$ cat src/rtl/psum_quant.sv
// psum_quant: sums ntile mac results per output pixel, then applies bias, round-half-up shift, ReLU and int8 saturation.
// Build option: define PSUM_QUANT_LEAKY_EN to make ReLU leaky (negative values scaled by 1/8, floor) instead of clamped to zero.
module psum_quant #(
    parameter int ACC_W  = 20,
    parameter int PSUM_W = 32,
    parameter int OUT_W  = 8,
    parameter int TILE_W = 8
) (
    input  logic              clk,
    input  logic              rstn,
    input  logic              clr_i,
    input  logic              vld_i,
    input  logic [ACC_W-1:0]  acc_i,
    input  logic [TILE_W-1:0] cfg_ntile,
    input  logic [4:0]        cfg_shift,
    input  logic              cfg_relu,
    input  logic [PSUM_W-1:0] bias_i,
    output logic              vld_o,
    output logic [OUT_W-1:0]  dout,
    output logic              busy_o,
    output logic [15:0]       out_cnt
);
    // Handshake: vld_i qualifies acc_i for exactly one cycle and is always consumed (there is
    // no ready); vld_o is a one-cycle pulse qualifying dout, also without any ready.

    // Two guard bits keep psum+bias+rounding free of wrap before saturation.
    localparam int EXT_W = PSUM_W + 2;
    localparam logic signed [EXT_W-1:0] SAT_MAX = EXT_W'((64'sd1 <<< (OUT_W - 1)) - 64'sd1);
    localparam logic signed [EXT_W-1:0] SAT_MIN = ~SAT_MAX;

    // Accumulation stage state and config latched at group start
    logic [TILE_W-1:0] cnt_q, cnt_d;
    logic [PSUM_W-1:0] psum_q, psum_d;
    logic [TILE_W-1:0] ntile_q, ntile_d;
    logic [4:0]        shift_q, shift_d;
    logic              relu_q, relu_d;
    logic [PSUM_W-1:0] bias_q, bias_d;

    // Stage 1: completed group sum plus its config
    logic              s1_vld_q, s1_vld_d;
    logic [PSUM_W-1:0] s1_psum_q, s1_psum_d;
    logic [PSUM_W-1:0] s1_bias_q, s1_bias_d;
    logic [4:0]        s1_shift_q, s1_shift_d;
    logic              s1_relu_q, s1_relu_d;

    // Stage 2: biased, rounded and shifted value
    logic                    s2_vld_q, s2_vld_d;
    logic signed [EXT_W-1:0] s2_t_q, s2_t_d;
    logic                    s2_relu_q, s2_relu_d;

    // Output stage
    logic              vld_q, vld_d;
    logic [OUT_W-1:0]  dout_q, dout_d;
    logic [15:0]       out_cnt_q, out_cnt_d;

    logic              grp_start;
    logic              grp_last;
    logic [TILE_W-1:0] ntile_sel;
    logic [TILE_W-1:0] ntile_last;
    logic [PSUM_W-1:0] acc_ext;
    logic [PSUM_W-1:0] psum_sum;

    logic signed [EXT_W-1:0] t_sum;
    logic signed [EXT_W-1:0] t_rnd;
    logic signed [EXT_W-1:0] t_pre;
    logic signed [EXT_W-1:0] t_act;
    logic [OUT_W-1:0]        q_sat;

    // The first input of a group uses the live config, later ones the latched copy.
    always_comb begin
        grp_start  = (cnt_q == '0);
        ntile_sel  = grp_start ? cfg_ntile : ntile_q;
        ntile_last = (ntile_sel == '0) ? '0 : ntile_sel - TILE_W'(1);
        grp_last   = (cnt_q == ntile_last);
        acc_ext    = {{(PSUM_W-ACC_W){acc_i[ACC_W-1]}}, acc_i};
        psum_sum   = grp_start ? acc_ext : psum_q + acc_ext;
    end

    always_comb begin
        cnt_d      = cnt_q;
        psum_d     = psum_q;
        ntile_d    = ntile_q;
        shift_d    = shift_q;
        relu_d     = relu_q;
        bias_d     = bias_q;
        s1_vld_d   = 1'b0;
        s1_psum_d  = s1_psum_q;
        s1_bias_d  = s1_bias_q;
        s1_shift_d = s1_shift_q;
        s1_relu_d  = s1_relu_q;
        if (clr_i) begin
            cnt_d  = '0;
            psum_d = '0;
        end else if (vld_i) begin
            psum_d = psum_sum;
            if (grp_start) begin
                ntile_d = cfg_ntile;
                shift_d = cfg_shift;
                relu_d  = cfg_relu;
                bias_d  = bias_i;
            end
            if (grp_last) begin
                cnt_d      = '0;
                s1_vld_d   = 1'b1;
                s1_psum_d  = psum_sum;
                s1_bias_d  = grp_start ? bias_i : bias_q;
                s1_shift_d = grp_start ? cfg_shift : shift_q;
                s1_relu_d  = grp_start ? cfg_relu : relu_q;
            end else begin
                cnt_d = cnt_q + TILE_W'(1);
            end
        end
    end

    always_comb begin
        t_sum = {{2{s1_psum_q[PSUM_W-1]}}, s1_psum_q} + {{2{s1_bias_q[PSUM_W-1]}}, s1_bias_q};
        t_rnd = '0;
        if (s1_shift_q != 5'd0) begin
            t_rnd = EXT_W'(1) << (s1_shift_q - 5'd1);
        end
        t_pre     = t_sum + t_rnd;
        s2_vld_d  = s1_vld_q && !clr_i;
        s2_t_d    = s1_vld_q ? (t_pre >>> s1_shift_q) : s2_t_q;
        s2_relu_d = s1_vld_q ? s1_relu_q : s2_relu_q;
    end

    always_comb begin
        t_act = s2_t_q;
        if (s2_relu_q && s2_t_q[EXT_W-1]) begin
`ifdef PSUM_QUANT_LEAKY_EN
            t_act = s2_t_q >>> 3;
`else
            t_act = '0;
`endif
        end
        if (t_act > SAT_MAX) begin
            q_sat = {1'b0, {(OUT_W-1){1'b1}}};
        end else if (t_act < SAT_MIN) begin
            q_sat = {1'b1, {(OUT_W-1){1'b0}}};
        end else begin
            q_sat = t_act[OUT_W-1:0];
        end
    end

    // dout keeps its last value across clr_i; only the valid and the count are cleared.
    always_comb begin
        vld_d     = s2_vld_q && !clr_i;
        dout_d    = vld_d ? q_sat : dout_q;
        out_cnt_d = out_cnt_q;
        if (clr_i) begin
            out_cnt_d = '0;
        end else if (vld_d) begin
            out_cnt_d = out_cnt_q + 16'd1;
        end
    end

    always_ff @(posedge clk or negedge rstn) begin
        if (!rstn) begin
            cnt_q      <= '0;
            psum_q     <= '0;
            ntile_q    <= '0;
            shift_q    <= '0;
            relu_q     <= 1'b0;
            bias_q     <= '0;
            s1_vld_q   <= 1'b0;
            s1_psum_q  <= '0;
            s1_bias_q  <= '0;
            s1_shift_q <= '0;
            s1_relu_q  <= 1'b0;
            s2_vld_q   <= 1'b0;
            s2_t_q     <= '0;
            s2_relu_q  <= 1'b0;
            vld_q      <= 1'b0;
            dout_q     <= '0;
            out_cnt_q  <= '0;
        end else begin
            cnt_q      <= cnt_d;
            psum_q     <= psum_d;
            ntile_q    <= ntile_d;
            shift_q    <= shift_d;
            relu_q     <= relu_d;
            bias_q     <= bias_d;
            s1_vld_q   <= s1_vld_d;
            s1_psum_q  <= s1_psum_d;
            s1_bias_q  <= s1_bias_d;
            s1_shift_q <= s1_shift_d;
            s1_relu_q  <= s1_relu_d;
            s2_vld_q   <= s2_vld_d;
            s2_t_q     <= s2_t_d;
            s2_relu_q  <= s2_relu_d;
            vld_q      <= vld_d;
            dout_q     <= dout_d;
            out_cnt_q  <= out_cnt_d;
        end
    end

    assign vld_o   = vld_q;
    assign dout    = dout_q;
    assign out_cnt = out_cnt_q;
    assign busy_o  = (cnt_q != '0) | s1_vld_q | s2_vld_q | vld_q;

endmodule
$ cat config.mk
export PLATFORM = sky130hd
export DESIGN_NAME = psum_quant
export DESIGN_NICKNAME = d
export VERILOG_FILES = /design/src/rtl/psum_quant.sv
export SDC_FILE = /design/constraint.sdc
export NUM_CORES = 1
export LEC_CHECK = 0
export CAP_MARGIN = 20
export CORE_MARGIN = 2
export CORE_UTILIZATION = 50
export CTS_BUF_LIST = sky130_fd_sc_hd__clkbuf_2
export DETAILED_ROUTE_END_ITERATION = 7
export HOLD_SLACK_MARGIN = 0.06
export PLACE_DENSITY = 0.69
export SLEW_MARGIN = 20
export SYNTH_ARGS = -nofsm -noshare
export SYNTH_HDL_FRONTEND = slang
export SYNTH_SLANG_ARGS = --single-unit
$ cat constraint.sdc
create_clock -name clk -period 14.5 [get_ports clk]
set_input_delay 2.175 -clock clk [delete_from_list [all_inputs] [get_ports clk]]
set_output_delay 2.175 -clock clk [all_outputs]
set_load 0.05 [all_outputs]
==> run metrics, run 1 <==
Global Route Usage Sum between 20 and 30%; CP top delay family buffers and inverters; Worst setup EP type flop; crit path time final approximately 6.5 ns; synthesized area 16700 sq um; largest net degree at the start of global routing 80; HPWL after detailed placement between 30000 and 40000 microns; share of cells above drive strength 1 between 10% and 20%; Setup crit start kind flop; asr flop ratio synth 100%; Top FF cell, synth dfrtp_1; DR iter-0 viols between 1500 and 2000; most used cell, CP buf_4; Synth Instances 1943; Sink Count 218; Final period util 44.8%; H-tree Lvls 2; antenna violations before repair 2; Initial Utilization 51.1%; max cap viols 0; first-pass iteration count of the detailed router 6; setup violators final 0; Buffers on Ports 95; Hold WS 0.478 ns; Netlist cell types slightly above 80; commonest non-fill, non-tap cell in the layout nand2_1; core area ~33000 sq um; CTS hold repair buffers 0; CTS tree done; Largest stage delay, worst path between 0.6 and 0.7 ns; die area ~35000 sq um; fin cells between 2000 and 2500; Post-synth EDFFs 0; CP Class flop to flop; post-synthesis register bit count around 220; fin nets between 2000 and 2500; power per cell area around 130 nW/um^2; Hold Crit Class flop to flop; Synth Warn # 0; Tightest Pin Transition ~1.1 ns; maximum VDD drop approximately 57 uV; most frequent cells in the layout 234 x nand2_1, 218 x dfrtp_1, 194 x nor2_1; CTS buffer count a little over 60; vias in the first global route ~15000; Resized Gates After CTS 0; total wire length between 50000 and 60000 microns; relative slew slack about 24%; DP Cell Count roughly 2400; Compound-Gate Fraction of Synth Area around 22%; worst setup margin ~8 ns; largest family of logic cells by synthesized area compound AO/OA/AOI/OAI gates; die height 187 microns; post-placement cell area between 15000 and 20000 sq um; # rows 66; CP max-delay cell buf_4; post-synthesis simple-gate area fraction a little under a fifth; IO Pins 96; clock buffer depth 3; power consumption about 2.4 mW; required time of the critical path approximately 15 ns; via count ~15000; Post-Layout Inst Area between 15000 and 20000 sq um; routability cong. approximately 0.95; first-pass GRT wire length slightly above 80000 microns; critical path buffer and inverter count 5; Die Wd ~190 microns; final core occ 56.4%; worst-skew pair later-pin latency between 1 and 1.5 ns; RSZ-0062 raised after global routing false; CP Max Fanout 64; Area growth, synth to finish 10.5%; static leakage a little over 8 nW; worst clock skew approximately 0.12 ns; vias per cell a little over 6; XOR/XNOR share of the synthesized area between 3 and 4%; synthesized-area fraction occupied by adder cells around 9.3%; sequential share of the synthesized area 32.7%; outcome completed; Post-CTS Setup Bufs 0; CP cell instances inv_1 > ha_1 > or4b_1 > nor2_4 > buf_4 > mux2i_1 > ha_1 > nor3b_1 > xnor2_1 > mux2i_1 > nor4bb_1 > a31oi_1 > o32a_1 > nor3_4 > nand2_2 > buf_4 > inv_2 > buf_4 > mux2_2; gr ovfl total 0; Root Buffer clkbuf_2; WL per Instance ~20 microns; DRC 0; fin. max-slew vios 0; post-synthesis mux area share roughly a tenth; antenna-violating nets left 0; Fin. Hold Viols 0; pre-CTS WS about 7.9 ns; FMAX 154 MHz; Fin Setup TNS 0 ns; worst endpoint data arrival time ~7.3 ns; Worst-path clk slew 0.09 ns; Avg Cell Area, Syn ~8.6 sq um
-- path summary, 6_finish.rpt --
check | start | to | slack, ns | cells after the start
worst max register to register | cnt_q[1] | s1_psum_q[2] | 8.00 | 19
worst min register to register | s2_t_q[1] | dout[1] | 0.48 | 2
min in group asynchronous | rstn | bias_q[20] | 1.12 | 1
worst min-delay path | s2_t_q[1] | dout[1] | 0.48 | 2
worst max-delay path | cnt_q[1] | s1_psum_q[2] | 8.00 | 19
max in group asynchronous | rstn | s2_t_q[17] | 11.11 | 3
-- worst reg2reg max path, delay by kind of cell (launching register included) --
family / cells / cell delay [ns]
buffers and inverters: 5 / 2.05
muxes: 3 / 1.10
adders and majority gates: 2 / 0.46
and+or+nand+nor: 6 / 1.88
AOI/OAI and AO/OA: 2 / 0.31
DFF: 1 / 0.42
xor gates and xnor gates: 1 / 0.09
-- registers in the layout, indices dropped and copies added, names as in the netlist, 5 cells and up --
register,flops
bias_q,32
cnt_q,8
dout,8
ntile_q,8
out_cnt,16
psum_q,32
s1_bias_q,32
s1_psum_q,32
s1_shift_q,5
s2_t_q,34
shift_q,5
-- cell type report --
type | count | area [sq um]
antenna | 3 | 7.51
clock buffer | 85 | 425
clock inverter | 15 | 68.8
fill | 3089 | 14300
inverter | 74 | 278
multi-input combinational | 1536 | 10500
sequential | 218 | 5460
tap | 442 | 553
timing repair buffer | 117 | 1120
-- where the power goes --
part	switching (mW)	total [mW]	internal, mW
Sequential	0.0863	0.800	0.714
Combinational	0.742	1.21	0.464
Clock	0.272	0.430	0.158
-- layer usage --
| metal | routed length (microns) | global-route usage, % |
|---|---|---|
| met4 | 1900 | 12.1 |
| met1 | 22900 | 40.8 |
| met5 | 0 | 0 |
| met3 | 3520 | 4.95 |
| met2 | 21900 | 43.0 |
-- cell usage after synthesis (9+ instances only) --
cell / number / share of area, %
inv_1: 71 / 1.6
or4_1: 9 / 0.40
dfrtp_1: 218 / 33
buf_1: 11 / 0.25
xor2_1: 32 / 1.7
a21oi_1: 138 / 4.1
nand2_1: 236 / 5.3
and3_1: 23 / 0.86
nor2_1: 196 / 4.4
nand3_1: 36 / 1.1
nor2b_1: 14 / 0.52
clkbuf_1: 94 / 2.1
ha_1: 68 / 5.1
xnor2_1: 35 / 1.8
buf_2: 10 / 0.30
mux2_2: 68 / 4.6
o211ai_1: 23 / 1.0
nor4_1: 16 / 0.60
a211oi_1: 47 / 2.1
nand4_1: 21 / 0.79
fa_1: 35 / 4.2
mux2i_1: 54 / 3.2
o31ai_1: 9 / 0.40
o221ai_1: 9 / 0.47
o21a_1: 12 / 0.54
and2_1: 12 / 0.45
nor3_1: 33 / 0.99
a22o_1: 11 / 0.58
nand2b_1: 9 / 0.34
o22ai_1: 10 / 0.37
a31oi_1: 43 / 1.6
or3_1: 24 / 0.90
a21o_1: 33 / 1.5
mux4_2: 15 / 2.0
o21bai_1: 11 / 0.49
o21ai_0: 131 / 3.9
-- kinds of logic after synthesis --
kind of cell	Yosys count
multiplexers	137
AO/OA/AOI/OAI	571
other	1
XOR/XNOR	67
buffers and inverters	190
AND/OR/NAND/NOR	656
adder cells (fa/ha/maj)	103
flip-flops	218
Note: power is estimated with default switching activity, not from simulation.
==> run 2: changes to the inputs <==
--- a/config.mk
+++ b/config.mk
@@ -11,7 +11,7 @@
 export CTS_BUF_LIST = sky130_fd_sc_hd__clkbuf_2
 export DETAILED_ROUTE_END_ITERATION = 7
 export HOLD_SLACK_MARGIN = 0.06
-export PLACE_DENSITY = 0.69
+export PLACE_DENSITY = 0.71
 export SLEW_MARGIN = 20
 export SYNTH_ARGS = -nofsm -noshare
 export SYNTH_HDL_FRONTEND = slang
==> constraint.sdc (replaced) <==
create_clock -name clk -period 5.85 [get_ports clk]
set_input_delay 0.8775 -clock clk [delete_from_list [all_inputs] [get_ports clk]]
set_output_delay 0.8775 -clock clk [all_outputs]
set_load 0.05 [all_outputs]
==> run 2 against run 1 <==
Register-to-register slack worse by 7.7 ns; count of clock-buffer cells in the layout down 14; flip-flop and latch count unchanged; final area up 1.6%; die area unchanged; final cell count up 1.1%; clock skew down 0.0036 ns; via count up 0.58%; largest cell class unchanged.
==> run metrics, run 2 (synthesis results as in run 1) <==
outcome completed; RSZ-0062 raised after global routing false; R2R depth 15; combinational group share of total power 50.5%; Initial Utilization approximately 50%; largest net degree at the start of global routing ~170; FMAX approximately 180 MHz; static leakage approximately 8.4 nW; P_sw ~2.8 mW; worst clock skew between 0.1 and 0.15 ns; Area growth, synth to finish 12.2%; routability cong. 1.00; commonest non-fill, non-tap cell in the layout nand2_1; Root Buffer clkbuf_2; max reg flops 34; Critical Path Start s1_shift_q[3]; switching part of the total approximately 45%; internal power between 3 and 4 mW; Tightest Pin Transition roughly 0.94 ns; Largest stage delay, worst path approximately 0.58 ns; RR Endpoint s2_t_q[13]; CTS buffer count 58; reg-to-reg slack, setup approximately 0.28 ns; power consumption between 6 and 7 mW; CP max-delay cell a2111oi_4; Seq pwr share 32.9%; worst setup margin ~0.28 ns; antenna violations before repair 1; maximum VDD drop 190 uV; fin cells about 2500; DR iter-0 viols roughly 1500; Fin. Hold Viols 0; core area 32700 sq um; Final period util between 90% and 100%; DRC 0; Setup crit start kind flop; r2r startpoint s1_shift_q[3]; Post-CTS Setup Bufs 0; first-pass GRT wire length about 83000 microns; Worst setup EP type flop; via count between 15000 and 20000; Top Metal Used met4; die height ~190 microns; die area roughly 35000 sq um; vias per cell slightly above 6; most flop-heavy register s2_t_q; Fin Setup TNS 0 ns; share of cells above drive strength 1 about an eighth; setup violators final 0; worst endpoint data arrival time ~6.4 ns; antenna-violating nets left 0; WL per Instance between 20 and 25 microns; CP cell instances inv_2 > nand2_1 > nor2_1 > nand2_1 > fa_1 > inv_1 > ha_1 > a211oi_1 > o211ai_1 > a2111oi_4 > nor2_1 > o311a_1 > mux4_2 > mux4_2 > a221o_1; Buffers on Ports 95; H-tree Lvls 2; most frequent cells in the layout 234 x nand2_1, 217 x dfrtp_1, 193 x nor2_1; worst-skew pair later-pin latency roughly 1.0 ns; gr ovfl total 0; Sink Count around 220; clock buffer depth 3; HPWL after detailed placement a little under 40000 microns; relative slew slack 37.2%; met2 WL 23400 microns; wl on met1 ~23000 microns; fin nets about 2200; DR WL met3 approximately 3800 microns; Hold Crit Class input port to async pin; Clk pwr share between 10% and 20%; IO Pins 96; crit path time final 5.57 ns; Worst-path clk slew around 0.10 ns; CTS tree done; first-pass iteration count of the detailed router 5; # rows between 60 and 70; total wire length about 52000 microns; pre-CTS WS about 0.054 ns; max cap viols 0; CP Class flop to flop; Die Wd between 150 and 200 microns; CP Max Fanout 7; CP Capture Point s2_t_q[13]; DP Cell Count 2418; vias in the first global route 15141; Global Route Usage Sum between 20 and 30%; required time of the critical path between 6 and 7 ns; power per cell area about 330 nW/um^2; fin. max-slew vios 0
## run 2: cell types whose count changed in the layout (fill, tap and decap cells not counted), moves of 3 or more
cell / change
clkbuf_2: -14
buf_4: +28
buf_12: +3
clkinv_1: +7
clkinv_2: +3
## run 2: per-stage QoR
step / utilization (%) / instance area [sq um] / hold slack, ns
6_report: 57.3 / 18700 / 0.395
2_1_floorplan: - / 16700 / 0.450
3_5_place_dp: 55.7 / 18200 / 0.471
3_3_place_gp: 55.7 / 18200 / 0.463
4_1_cts: 57.2 / 18700 / 0.306
5_1_grt: 57.3 / 18700 / 0.370
## run 2: power by group through the flow
| stage | sequential, mW | clock (mW) | combinational (mW) |
|---|---|---|---|
| global placement | 2.03 | 0 | 2.96 |
| CTS | 2.01 | 1.06 | 3.01 |
| floorplan | 1.95 | 0 | 2.11 |
| detailed placement | 2.04 | 0 | 3.00 |
| finish | 2.01 | 1.02 | 3.09 |
| global route | 2.05 | 1.12 | 3.34 |
## run 2: worst max-delay path, delay by kind of cell, from the launching register on
| family | cells | cell delay (ns) |
|---|---|---|
| multiplexers | 2 | 1.04 |
| adder cells (fa/ha/maj) | 2 | 0.75 |
| AO/OA/AOI/OAI | 5 | 2.12 |
| flip-flops | 1 | 0.43 |
| AND/OR/NAND/NOR | 4 | 0.98 |
| buffers and inverters | 2 | 0.11 |
## run 2: how the worst min path moves through the flow
| stage | start | endpoint |
|---|---|---|
| final | rstn | s2_t_q[25] |
| after global routing | bias_i[25] | s1_bias_q[25] |
| after CTS | rstn | s2_t_q[6] |
| after detailed placement | s1_bias_q[9] | s1_bias_q[9] |
| after global placement | s1_psum_q[15] | s1_psum_q[15] |
| after floorplan | s1_bias_q[0] | s1_bias_q[0] |
## run 2: area by class of cell
cell class              instances  area, sq um
diodes                          2         5.00
well taps                     442          553
inverters                      74          278
repair buffers                149         1400
fillers                      3029        14000
clock inverters                26          116
flip-flops and latches        218         5460
multi-input cells            1536        10600
clock buffers                  71          355
## run 2: repair_timing
item	CTS	global route
setup endpoints to repair	0	32
resized for setup	0	7
hold buffers	1	0
endpoints found under the hold margin	51	0
## run 2: routing by layer
layer	GRT usage [%]	vias up
li1	-	7310
met3	4.89	106
met2	46.1	642
met1	41.4	7468
met5	0	-
met4	11.3	0
